===== config.mk =====
export PLATFORM = sky130hd
export DESIGN_NAME = lsu_stage
export DESIGN_NICKNAME = d
export VERILOG_FILES = /design/src/rtl/lsu_stage.sv
export SDC_FILE = /design/constraint.sdc
export NUM_CORES = 1
export LEC_CHECK = 0
export ABC_AREA = 1
export CORE_MARGIN = 2
export CORE_UTILIZATION = 45
export DETAILED_ROUTE_END_ITERATION = 16
export HOLD_SLACK_MARGIN = 0.06
export PLACE_DENSITY_LB_ADDON = 0.2
export SLEW_MARGIN = 20
export SYNTH_ARGS = -nofsm -noshare
export SYNTH_HDL_FRONTEND = slang
export SYNTH_SLANG_ARGS = --single-unit

===== constraint.sdc =====
create_clock -name clk -period 2 [get_ports clk]
set_clock_uncertainty 0.15 [all_clocks]
set_input_delay 0.3 -clock clk [delete_from_list [all_inputs] [get_ports clk]]
set_output_delay 0.3 -clock clk [all_outputs]
set_load 0.02 [all_outputs]

===== src/rtl/lsu_stage.sv =====
// rtl/lsu_stage.sv - load/store unit stage: EXE capture, single outstanding memory op, WB handoff
module lsu_stage #(
  parameter int DATA_LEN = 32,
  parameter int ADDR_LEN = 32
) (
  input  logic                clk,
  input  logic                rst,
  input  logic                exu_valid,
  output logic                lsu_ready_o,
  input  logic [DATA_LEN-1:0] alu_result_i,
  input  logic [DATA_LEN-1:0] mem_wdata_i,
  input  logic [2:0]          load_type_i,
  input  logic [1:0]          store_type_i,
  input  logic                wd_i,
  input  logic [4:0]          wreg_i,
  output logic                mem_req_o,
  output logic                mem_wen_o,
  output logic [ADDR_LEN-1:0] mem_addr_o,
  output logic [DATA_LEN-1:0] mem_wdata_o,
  output logic [3:0]          mem_wstrb_o,
  input  logic                mem_gnt_i,
  input  logic                mem_rvalid_i,
  input  logic [DATA_LEN-1:0] mem_rdata_i,
  output logic                lsu_valid_o,
  input  logic                wb_ready,
  output logic                wd_o,
  output logic [4:0]          wreg_o,
  output logic [DATA_LEN-1:0] wdata_o,
  output logic                misalign_o
);

  localparam logic [1:0] IDLE = 2'd0;
  localparam logic [1:0] REQ  = 2'd1;
  localparam logic [1:0] WAIT = 2'd2;
  localparam logic [1:0] DONE = 2'd3;

  localparam logic [2:0] LB  = 3'd1;
  localparam logic [2:0] LH  = 3'd2;
  localparam logic [2:0] LBU = 3'd4;
  localparam logic [2:0] LHU = 3'd5;
  localparam logic [1:0] SB  = 2'd1;
  localparam logic [1:0] SH  = 2'd2;

  logic [1:0]          state;
  logic [2:0]          ltype_q;
  logic [1:0]          off_q;

  logic                is_load;
  logic                is_store;
  logic                mem_op;
  logic                size_b;
  logic                size_h;
  logic                mis;
  logic [1:0]          off;
  logic [3:0]          st_strb;
  logic [DATA_LEN-1:0] st_data;
  logic [7:0]          ld_byte;
  logic [15:0]         ld_half;
  logic [DATA_LEN-1:0] ld_data;

  assign lsu_ready_o = (state == IDLE);
  assign mem_req_o   = (state == REQ);
  assign lsu_valid_o = (state == DONE);
  assign off         = alu_result_i[1:0];

  // A load code wins over a simultaneous store code.
  always_comb begin
    is_load  = (load_type_i != 3'd0);
    is_store = !is_load && (store_type_i != 2'd0);
    mem_op   = is_load || is_store;
    size_b   = is_load ? (load_type_i == LB || load_type_i == LBU) : (store_type_i == SB);
    size_h   = is_load ? (load_type_i == LH || load_type_i == LHU) : (store_type_i == SH);
    mis      = mem_op && ((size_h && off[0]) || (!size_b && !size_h && off != 2'd0));
    st_strb  = 4'b1111;
    st_data  = mem_wdata_i;
    if (size_b) begin
      st_strb = 4'b0001 << off;
      st_data = {4{mem_wdata_i[7:0]}};
    end else if (size_h) begin
      st_strb = 4'b0011 << off;
      st_data = {2{mem_wdata_i[15:0]}};
    end
  end

  always_comb begin
    ld_byte = mem_rdata_i[7:0];
    case (off_q)
      2'd1:    ld_byte = mem_rdata_i[15:8];
      2'd2:    ld_byte = mem_rdata_i[23:16];
      2'd3:    ld_byte = mem_rdata_i[31:24];
      default: ld_byte = mem_rdata_i[7:0];
    endcase
    ld_half = off_q[1] ? mem_rdata_i[31:16] : mem_rdata_i[15:0];
    case (ltype_q)
      LB:      ld_data = {{24{ld_byte[7]}}, ld_byte};
      LBU:     ld_data = {24'd0, ld_byte};
      LH:      ld_data = {{16{ld_half[15]}}, ld_half};
      LHU:     ld_data = {16'd0, ld_half};
      default: ld_data = mem_rdata_i;
    endcase
  end

  always_ff @(posedge clk or negedge rst) begin
    if (!rst) begin
      state       <= IDLE;
      ltype_q     <= 3'd0;
      off_q       <= 2'd0;
      mem_wen_o   <= 1'b0;
      mem_addr_o  <= '0;
      mem_wdata_o <= '0;
      mem_wstrb_o <= 4'd0;
      wd_o        <= 1'b0;
      wreg_o      <= 5'd0;
      wdata_o     <= '0;
      misalign_o  <= 1'b0;
    end else begin
      case (state)
        IDLE: if (exu_valid) begin
          ltype_q     <= load_type_i;
          off_q       <= off;
          wreg_o      <= wreg_i;
          misalign_o  <= mis;
          mem_addr_o  <= {alu_result_i[ADDR_LEN-1:2], 2'b00};
          mem_wen_o   <= is_store && !mis;
          mem_wstrb_o <= (is_store && !mis) ? st_strb : 4'd0;
          mem_wdata_o <= (is_store && !mis) ? st_data : '0;
          wd_o        <= wd_i && !is_store && !mis;
          wdata_o     <= mem_op ? '0 : alu_result_i;
          state       <= (mem_op && !mis) ? REQ : DONE;
        end
        REQ: if (mem_gnt_i) state <= WAIT;
        WAIT: if (mem_rvalid_i) begin
          state <= DONE;
          if (ltype_q != 3'd0) wdata_o <= ld_data;
        end
        DONE: if (wb_ready) state <= IDLE;
        default: state <= IDLE;
      endcase
    end
  end

endmodule

# Word level (Yosys, flattened, before mapping)
# Index checks and enable logic that the tools add are counted.
dict set report classes {
  n_reduce_logical 27
  n_eq_ne 21
  mux 22
  n_shift 2
}
# op count
set ops {}
lappend ops {{32-bit 2-to-1 mux} 7}
lappend ops {{32-bit case mux with 4 select lines} 1}
lappend ops {{32-bit case mux with 2 select lines} 1}
lappend ops {{8-bit case mux with 3 select lines} 1}
lappend ops {{16-bit 2-to-1 mux} 1}
lappend ops {{3-bit == test, second input constant} 4}
lappend ops {{4-bit 2-to-1 mux} 3}
lappend ops {{2-bit == test, second input constant} 5}
lappend ops {{2-bit 2-to-1 mux} 5}
lappend ops {{1-bit logical AND} 9}
lappend ops {{2-bit case mux with 4 select lines} 1}
lappend ops {{4-bit AND reduction} 2}
lappend ops {{2-bit by 1-bit == test with 1-bit output, second input constant} 3}
lappend ops {{3-bit by 1-bit == test with 1-bit output, second input constant} 2}
lappend ops {{3-bit by 2-bit == test with 1-bit output, second input constant} 2}
lappend ops {{2-bit inequality test, second input constant} 3}
lappend ops {{2-bit nonzero test} 3}
lappend ops {{3-bit nonzero test} 2}
lappend ops {{1-bit zero test} 5}
lappend ops {{1-bit logical OR} 4}
lappend ops {{2-bit by 1-bit inequality test with 1-bit output, second input constant} 2}
lappend ops {{1-bit by 2-bit << shifter with 4-bit output, first input constant} 1}
lappend ops {{2-bit by 2-bit << shifter with 4-bit output, first input constant} 1}
lappend ops {{2-bit zero test} 1}
lappend ops {{2 further kinds} 3}
dict set report totals {
  out_inout_bits 111
  register_bits 113
  in_bits 113
  elab_cells 83
}

# Logic depth before layout (Yosys ltp)
# Gate-level depths: netlist of the first run.
dict set report depth {
  ltp_word 13
  depth_mapped 12
  mapped_depth_nobuf 11
}

# Least setup slack after synthesis of the first run
# Ideal clock, no wire load.
dict set report synth_timing {
  kind {register -> register}
  from {register state[0]}
  to {register ltype_q[0]}
  t_arrival_ps 1587
  setup_time_ps 133
  required_ps 1717
  slack_ps 129
  path_buffers 1
  period_less_slack_ps 1871
  stages_incl_launch_ff 7
  path_cell_list {dfrtp_1 inv_1 ha_1 nand2_1 inv_1 clkbuf_1 o21ai_0}
}
dict set report synth_via {
  elab_chain_cells 2
}
# element line
set synth_lines {}
lappend synth_lines {{start, declared} 44} ;# logic [1:0] state;
lappend synth_lines {{start signal, assigned} 129} ;# state <= (mem_op && !mis) ? REQ : DONE;
lappend synth_lines {{2-bit zero test} --}
lappend synth_lines {{via lsu_ready_o} 9} ;# output logic lsu_ready_o,
lappend synth_lines {{2-bit AND reduction (no line)} --}
lappend synth_lines {{end signal, assigned} 119} ;# ltype_q <= load_type_i;
lappend synth_lines {{end, declared} 45} ;# logic [2:0] ltype_q;
# The timed path passes the listed nets, and every way through them passes these cells.
# A chain may end at the register's enable or synchronous reset.

# Worst setup path after layout of the first run
dict set report layout_timing {
  from {register state[1]}
  to {output port mem_req_o}
}
dict set report layout_via {
  elab_chain_cells 1
}
# element line
set layout_lines {}
lappend layout_lines {{2-bit by 1-bit == test with 1-bit output} 62} ;# assign mem_req_o = (state == REQ);
lappend layout_lines {{end, declared} 16} ;# output logic mem_req_o,
# Every way passes these cells.

==> results of run 1 <==
## worst paths after layout
| path | slack [ps] | start | cells past startpoint | end |
|---|---|---|---|---|
| setup / recovery | 90 | state[1]$_DFFE_PN0P_ | 3 | mem_req_o |
| hold / removal | 110 | rst | 2 | mem_addr_o[25]$_DFFE_PN0P_ |
| setup reg to reg | 100 | state[0]$_DFFE_PN0P_ | 8 | wdata_o[11]$_DFFE_PN0P_ |
| hold reg to reg | 320 | mem_wdata_o[1]$_DFFE_PN0P_ | 2 | mem_wdata_o[1]$_DFFE_PN0P_ |
| max in group asynchronous | 1040 | rst | 3 | state[1]$_DFFE_PN0P_ |
| min in group clk | 270 | wreg_i[4] | 3 | wreg_o[4]$_DFFE_PN0P_ |
## final cells by class
cell class	count	area [µm²]	share of cell area, %
Timing Repair Buffer	269	2730	29.3
Sequential cell	113	2830	30.4
Inverter	64	243	2.60
Tap cell	176	220	2.36
Clock buffer	24	492	5.28
Clock inverter	6	80.1	0.859
Multi-Input combinational cell	602	2730	29.3
## through the flow
stage	cells	setup slack [ps]
after floorplan	820	129
after CTS	1253	30.8
final	1254	90.5
after detailed placement	1222	-110
after global routing	1254	-33.9
after global placement	1222	-27.7
## synth_stat cells
| library cell | number | area share [%] |
|---|---|---|
| nand2_2 | 5 | 0.52 |
| buf_2 | 10 | 0.84 |
| conb_1 | 1 | 0.063 |
| a21oi_1 | 45 | 3.8 |
| nor2_2 | 1 | 0.10 |
| nor3_2 | 1 | 0.17 |
| nand4_2 | 2 | 0.42 |
| nor2_4 | 4 | 0.75 |
| inv_1 | 59 | 3.7 |
| o22ai_1 | 3 | 0.31 |
| inv_4 | 1 | 0.10 |
| ha_1 | 8 | 1.7 |
| o211ai_1 | 14 | 1.8 |
| o21bai_1 | 1 | 0.13 |
| nand3_2 | 1 | 0.17 |
| o21a_1 | 1 | 0.13 |
| buf_1 | 3 | 0.19 |
| o21ai_0 | 64 | 5.4 |
| buf_6 | 5 | 0.94 |
| o21ai_2 | 1 | 0.15 |
| clkbuf_1 | 17 | 1.1 |
| o21ai_1 | 2 | 0.17 |
| nand2_1 | 382 | 24 |
| nor2_1 | 26 | 1.6 |
| inv_2 | 4 | 0.25 |
| nand3_4 | 1 | 0.29 |
| dfrtp_1 | 113 | 47 |
| nand3b_4 | 1 | 0.33 |
| nand3_1 | 37 | 3.1 |
| buf_4 | 6 | 0.75 |
## worst max-delay path, delay by kind of cell (launching register included)
kind	cells	cell delay [ps]
flops	1	400
buf+inv	2	450
fa+ha+maj	1	200
## power by group through the flow
stage | registers [W] | clock network [W] | logic [W]
floorplan | 0.00433 | 0 | 0.00304
global placement | 0.00354 | 0 | 0.00648
detailed placement | 0.00356 | 0 | 0.00659
CTS | 0.00354 | 0.00298 | 0.00661
global route | 0.00363 | 0.00310 | 0.00744
finish | 0.00354 | 0.00293 | 0.00677
## state kept, by name, indices dropped and copies added (netlist names), 2 cells and up
signal       flops
ltype_q          3
mem_addr_o      30
mem_wdata_o     32
mem_wstrb_o      4
off_q            2
state            2
wdata_o         32
wreg_o           5
## layer usage
metal | vias up | wire, µm | track usage (%)
met3 | 28 | 1190 | 6.61
met5 | - | 0 | 0
met2 | 216 | 9060 | 45.1
met1 | 2828 | 7630 | 32.8
met4 | 0 | 386 | 10.4
li1 | 3075 | - | -
## kinds of logic (layout without fill, tap and decap cells)
| kind of cell | count (synthesis) | count (layout) |
|---|---|---|
| AO/OA/AOI/OAI | 131 | 131 |
| other | 1 | 2 |
| adder cells (fa/ha/maj) | 8 | 8 |
| AND/OR/NAND/NOR | 461 | 461 |
| buffers and inverters | 105 | 363 |
| flip-flops | 113 | 113 |
## repair_timing
item / CTS / global route
setup endpoints to repair: 3 / 33
endpoints found under the hold margin: 113 / 0
setup buffers: 0 / 0
cloned: 0 / 1
pin swaps: 0 / 1
hold buffers: 1 / 0
gates resized for setup: 5 / 11
==> reports/results.txt, run 1 <==
Outcome: complete, no violations
Commonest cells after routing, fill and taps aside: nand2_1 (381), clkdlybuf4s50_1 (217), dfrtp_1 (112)
Dpl cell area: 0.00867 mm²
Fin area: 0.00932 mm²
Post-synth cell types: 30
Mapped Avg Cell Area: 7.31 µm²
Main combinational cell family by area after synthesis: simple AND/OR/NAND/NOR gates
Vias: 6,147
Worst Path Required: 1550 ps
Synthesized instance count: 819
Gr usage total: 26.6%
Seq cells post-synth: 113
HPWL after DPL: 13,700 µm
Die ar.: 0.0142 mm²
First-pass GRT wire length: 29,800 µm
Filler cell count: 1,066
Antenna fix cells: 0
First drt pass iteration count: 5
Pint: 0.00791 W
Min Clock Period, post-route: 1910 ps
Antenna viol nets, final: 0
Combinational power share: 51.1%
Final setup fails: 0
Drt initial violations: 389
Seq pwr share: 26.8%
Yosys warnings: 0
Post-synthesis simple-gate area fraction: 31.4%
Total power: 0.0132 W
Core ar.: 0.0131 mm²
Clk slew on worst S/H paths: 50 ps
Hold Crit Class: primary input to async pin
Layout cells sized above 1: 9.65%
Gr ovfl total: 0
Crit path max fanout: 3
DRC: 0
Routed vias/inst: 4.90
CTS root buf: clkbuf_16
Worst Path Class, Setup: flip-flop to primary output
CP startpoint kind: flip-flop
H-tree depth: 4
Fin nets: 1,188
Bufs on Longest Clock Path: 2
CP endpoint kind: primary output
Max Freq: 524 MHz
Layout area overhead: 55.7%
Synthesized-area fraction occupied by adder cells: 1.67%
CTS Buf Count: 17
Die W: 119 µm
Row Count: 42
IO Count: 224
Peak VDD IR: 736 µV
CTS tree: built
Cell Chain, Critical Path: inv_1 -> ha_1 -> clkdlybuf4s15_1
Post-synthesis sequential area ratio: 47.2%
GPL Wtd Cong: 0.903
Clock Power Share: 22.1%
Slowest CP cell: dfrtp_1
Clock sink count: 113
Drt wl/cell: 14.6 µm
Max-slew violations: 0
Sw Share: 40.3%
Port bufs: 221
Worst-skew pair later-pin latency: 420 ps
Commonest non-fill, non-tap cell in the layout: nand2_1
Min Hold Slack: 106 ps
Max-Cap Viols: 0
Largest net degree at the start of global routing: 51
Post-Synth XOR/XNOR Area: 0%
Cell area after synthesis: 0.00599 mm²
Initial antenna violation count: 0
Net Sw Power: 0.00533 W
Data arrival, critical path: 1460 ps
P per Cell Area: 1420 mW/mm²
Total Routed Length: 18,300 µm
Crit share post-route: 95.5%
Final hold vios: 0
Initial Util: 45.6%
Post-synthesis mux area share: 0%
Via count of the first global-routing pass: 6,113
Util after Layout: 70.9%
Max incr delay on CP: 400 ps
Setup TNS: 0 ps
Synth Area in Compound Gates: 11.7%
Pleak: 4.65 nW
Die Span Y: 119 µm
Note: power is estimated with default switching activity, not from simulation.
==> run 2, diff against run 1 <==
- clock period: 2 -> 1.8 ns (I/O delays scaled with it)
==> run 2 against run 1 <==
Effect of this change:
- wire length up 8.8%
- register-to-register slack lost 80 ps
- critical endpoint is now wdata_o[21]$_DFFE_PN0P_
- clock power rose by 22%
- global-route usage increased by 0.12 points
- first-iteration DRC count is 30% higher
- die area is the same
- sequential share of layout area is 1.5 points lower
- highest routed layer unchanged
- cell count up 2.3%
==> reports/results.txt, run 2 (synthesis results as in run 1) <==
Outcome: complete, no violations
P per Cell Area: 1610 mW/mm²
Bufs on Longest Clock Path: 2
Clock sink count: 113
IO Count: 224
Antenna fix cells: 0
Peak VDD IR: 846 µV
Net Sw Power: 0.00655 W
Largest net degree at the start of global routing: 53
Reg area: 0.00283 mm²
Via count of the first global-routing pass: 6,252
Max incr delay on CP: 430 ps
Crit share post-route: 98.8%
Final setup fails: 0
CTS root buf: clkbuf_16
DRC: 0
Initial antenna violation count: 0
Core ar.: 0.0131 mm²
CP bufs+invs: 4
Area of the multi-input gates: 0.00287 mm²
Commonest non-fill, non-tap cell in the layout: nand2_1
Port bufs: 221
CP top delay family: buffers and inverters
CP startpoint kind: flip-flop
First-pass GRT wire length: 30,200 µm
Clk slew on worst S/H paths: 60 ps
Worst Path Class, Setup: flip-flop to flip-flop
RSZ-0062 raised after global routing: true
Worst-skew pair later-pin latency: 400 ps
Data arrival, critical path: 1970 ps
Drt wl/cell: 15.5 µm
Total Routed Length: 19,900 µm
Gr ovfl total: 0
Pleak: 5.56 nW
Drt initial violations: 504
Sw Share: 41.5%
Clock Power Share: 22.6%
Final hold vios: 0
Die ar.: 0.0142 mm²
Worst Path Required: 1990 ps
Max Freq: 563 MHz
CTS tree: built
HPWL after DPL: 13,800 µm
Row Count: 42
Gr usage total: 26.8%
Min Clock Period, post-route: 1780 ps
Combinational power share: 52.2%
Die Span Y: 119 µm
Setup TNS: 0 ps
Pint: 0.00925 W
Initial Util: 45.6%
Fin nets: 1,215
Filler cell count: 1,016
Commonest cells after routing, fill and taps aside: nand2_1 (377), clkdlybuf4s50_1 (116), dfrtp_1 (112)
H-tree depth: 4
Seq pwr share: 25.1%
Largest regs: mem_wdata_o x32, wdata_o x32, mem_addr_o x30
Die W: 119 µm
CTS Buf Count: 17
Post-route insts no fill: 1,283
Dpl cell area: 0.00878 mm²
Layout area overhead: 63.5%
Cell Chain, Critical Path: inv_2 -> ha_4 -> inv_2 -> o22ai_4 -> nor2_2 -> nand2_2 -> inv_4 -> clkbuf_16 -> nand3_2 -> nand2_2
GPL Wtd Cong: 0.884
CP endpoint kind: flip-flop
Layout cells sized above 1: 15.4%
Total power: 0.0158 W
Max-slew violations: 0
Placement Setup Slack: -249 ps
First drt pass iteration count: 5
Final worst setup slack: 22.5 ps
Routed vias/inst: 5.01
Crit path max fanout: 8
Fin area: 0.00979 mm²
Max-Cap Viols: 0
Slowest CP cell: dfrtp_1
Hold Crit Class: primary input to async pin
Vias: 6,425
Antenna viol nets, final: 0
Cells after DPL: 1,235
run 2: cell types whose count changed in the layout (fill, tap and decap cells not counted), sizes merged:
cell           delta
clkinv            +3
dlygate4sd2      +61
clkbuf            -3
clkdlybuf4s15     -2
clkinvlp          +2
clkdlybuf4s50   -101
bufinv            +2
buf              +28
dlymetal6s2s     +39
run 2: area by class of cell:
cell class | count | area share (%)
clock buffers | 19 | 4.53
clock inverters | 13 | 1.89
inverters | 64 | 2.58
multi-input cells | 602 | 29.3
flip-flops and latches | 113 | 28.9
well taps | 176 | 2.25
repair buffers | 296 | 30.5
run 2: worst paths after layout:
| path | from | endpoint | slack, ps | cells past startpoint |
|---|---|---|---|---|
| max reg2reg | state[1]$_DFFE_PN0P_ | wdata_o[21]$_DFFE_PN0P_ | 20 | 10 |
| min in group clk | load_type_i[1] | ltype_q[1]$_DFFE_PN0P_ | 210 | 4 |
| max | state[1]$_DFFE_PN0P_ | wdata_o[21]$_DFFE_PN0P_ | 20 | 10 |
| min reg2reg | mem_wstrb_o[1]$_DFFE_PN0P_ | mem_wstrb_o[1]$_DFFE_PN0P_ | 320 | 2 |
| max in group asynchronous | rst | off_q[1]$_DFFE_PN0P_ | 770 | 3 |
| min | rst | mem_addr_o[25]$_DFFE_PN0P_ | 160 | 2 |
run 2: per-layer routing:
metal | part of all wire (%) | global-route usage [%] | vias up
li1 | - | - | 3134
met2 | 50 | 47.3 | 293
met1 | 40 | 32.4 | 2961
met3 | 7.1 | 6.61 | 37
met5 | 0 | 0 | -
met4 | 2.2 | 7.57 | 0
run 2: what timing repair did:
item | CTS | global route
resized for setup | 83 | 81
buffers inserted | 1 | 11
pin swaps | 1 | 5
hold buffers | 1 | 0
setup endpoints to repair | 97 | 74
hold endpoints to repair | 113 | 0
cloned | 0 | 3
run 2: power groups by stage:
stage	combinational, W	clock (W)	sequential, W
after floorplan	0.00339	0	0.00482
after global placement	0.00742	0	0.00393
after detailed placement	0.00758	0	0.00396
after CTS	0.00746	0.00361	0.00392
after global routing	0.00893	0.00375	0.00406
final	0.00825	0.00358	0.00397
run 2: per-stage QoR:
stage	hold WS [ps]	utilization (%)
2_1_floorplan	-176	-
3_3_place_gp	33.8	66.9
3_5_place_dp	35.8	66.9
4_1_cts	156	71.4
5_1_grt	183	74.5
6_report	155	74.5
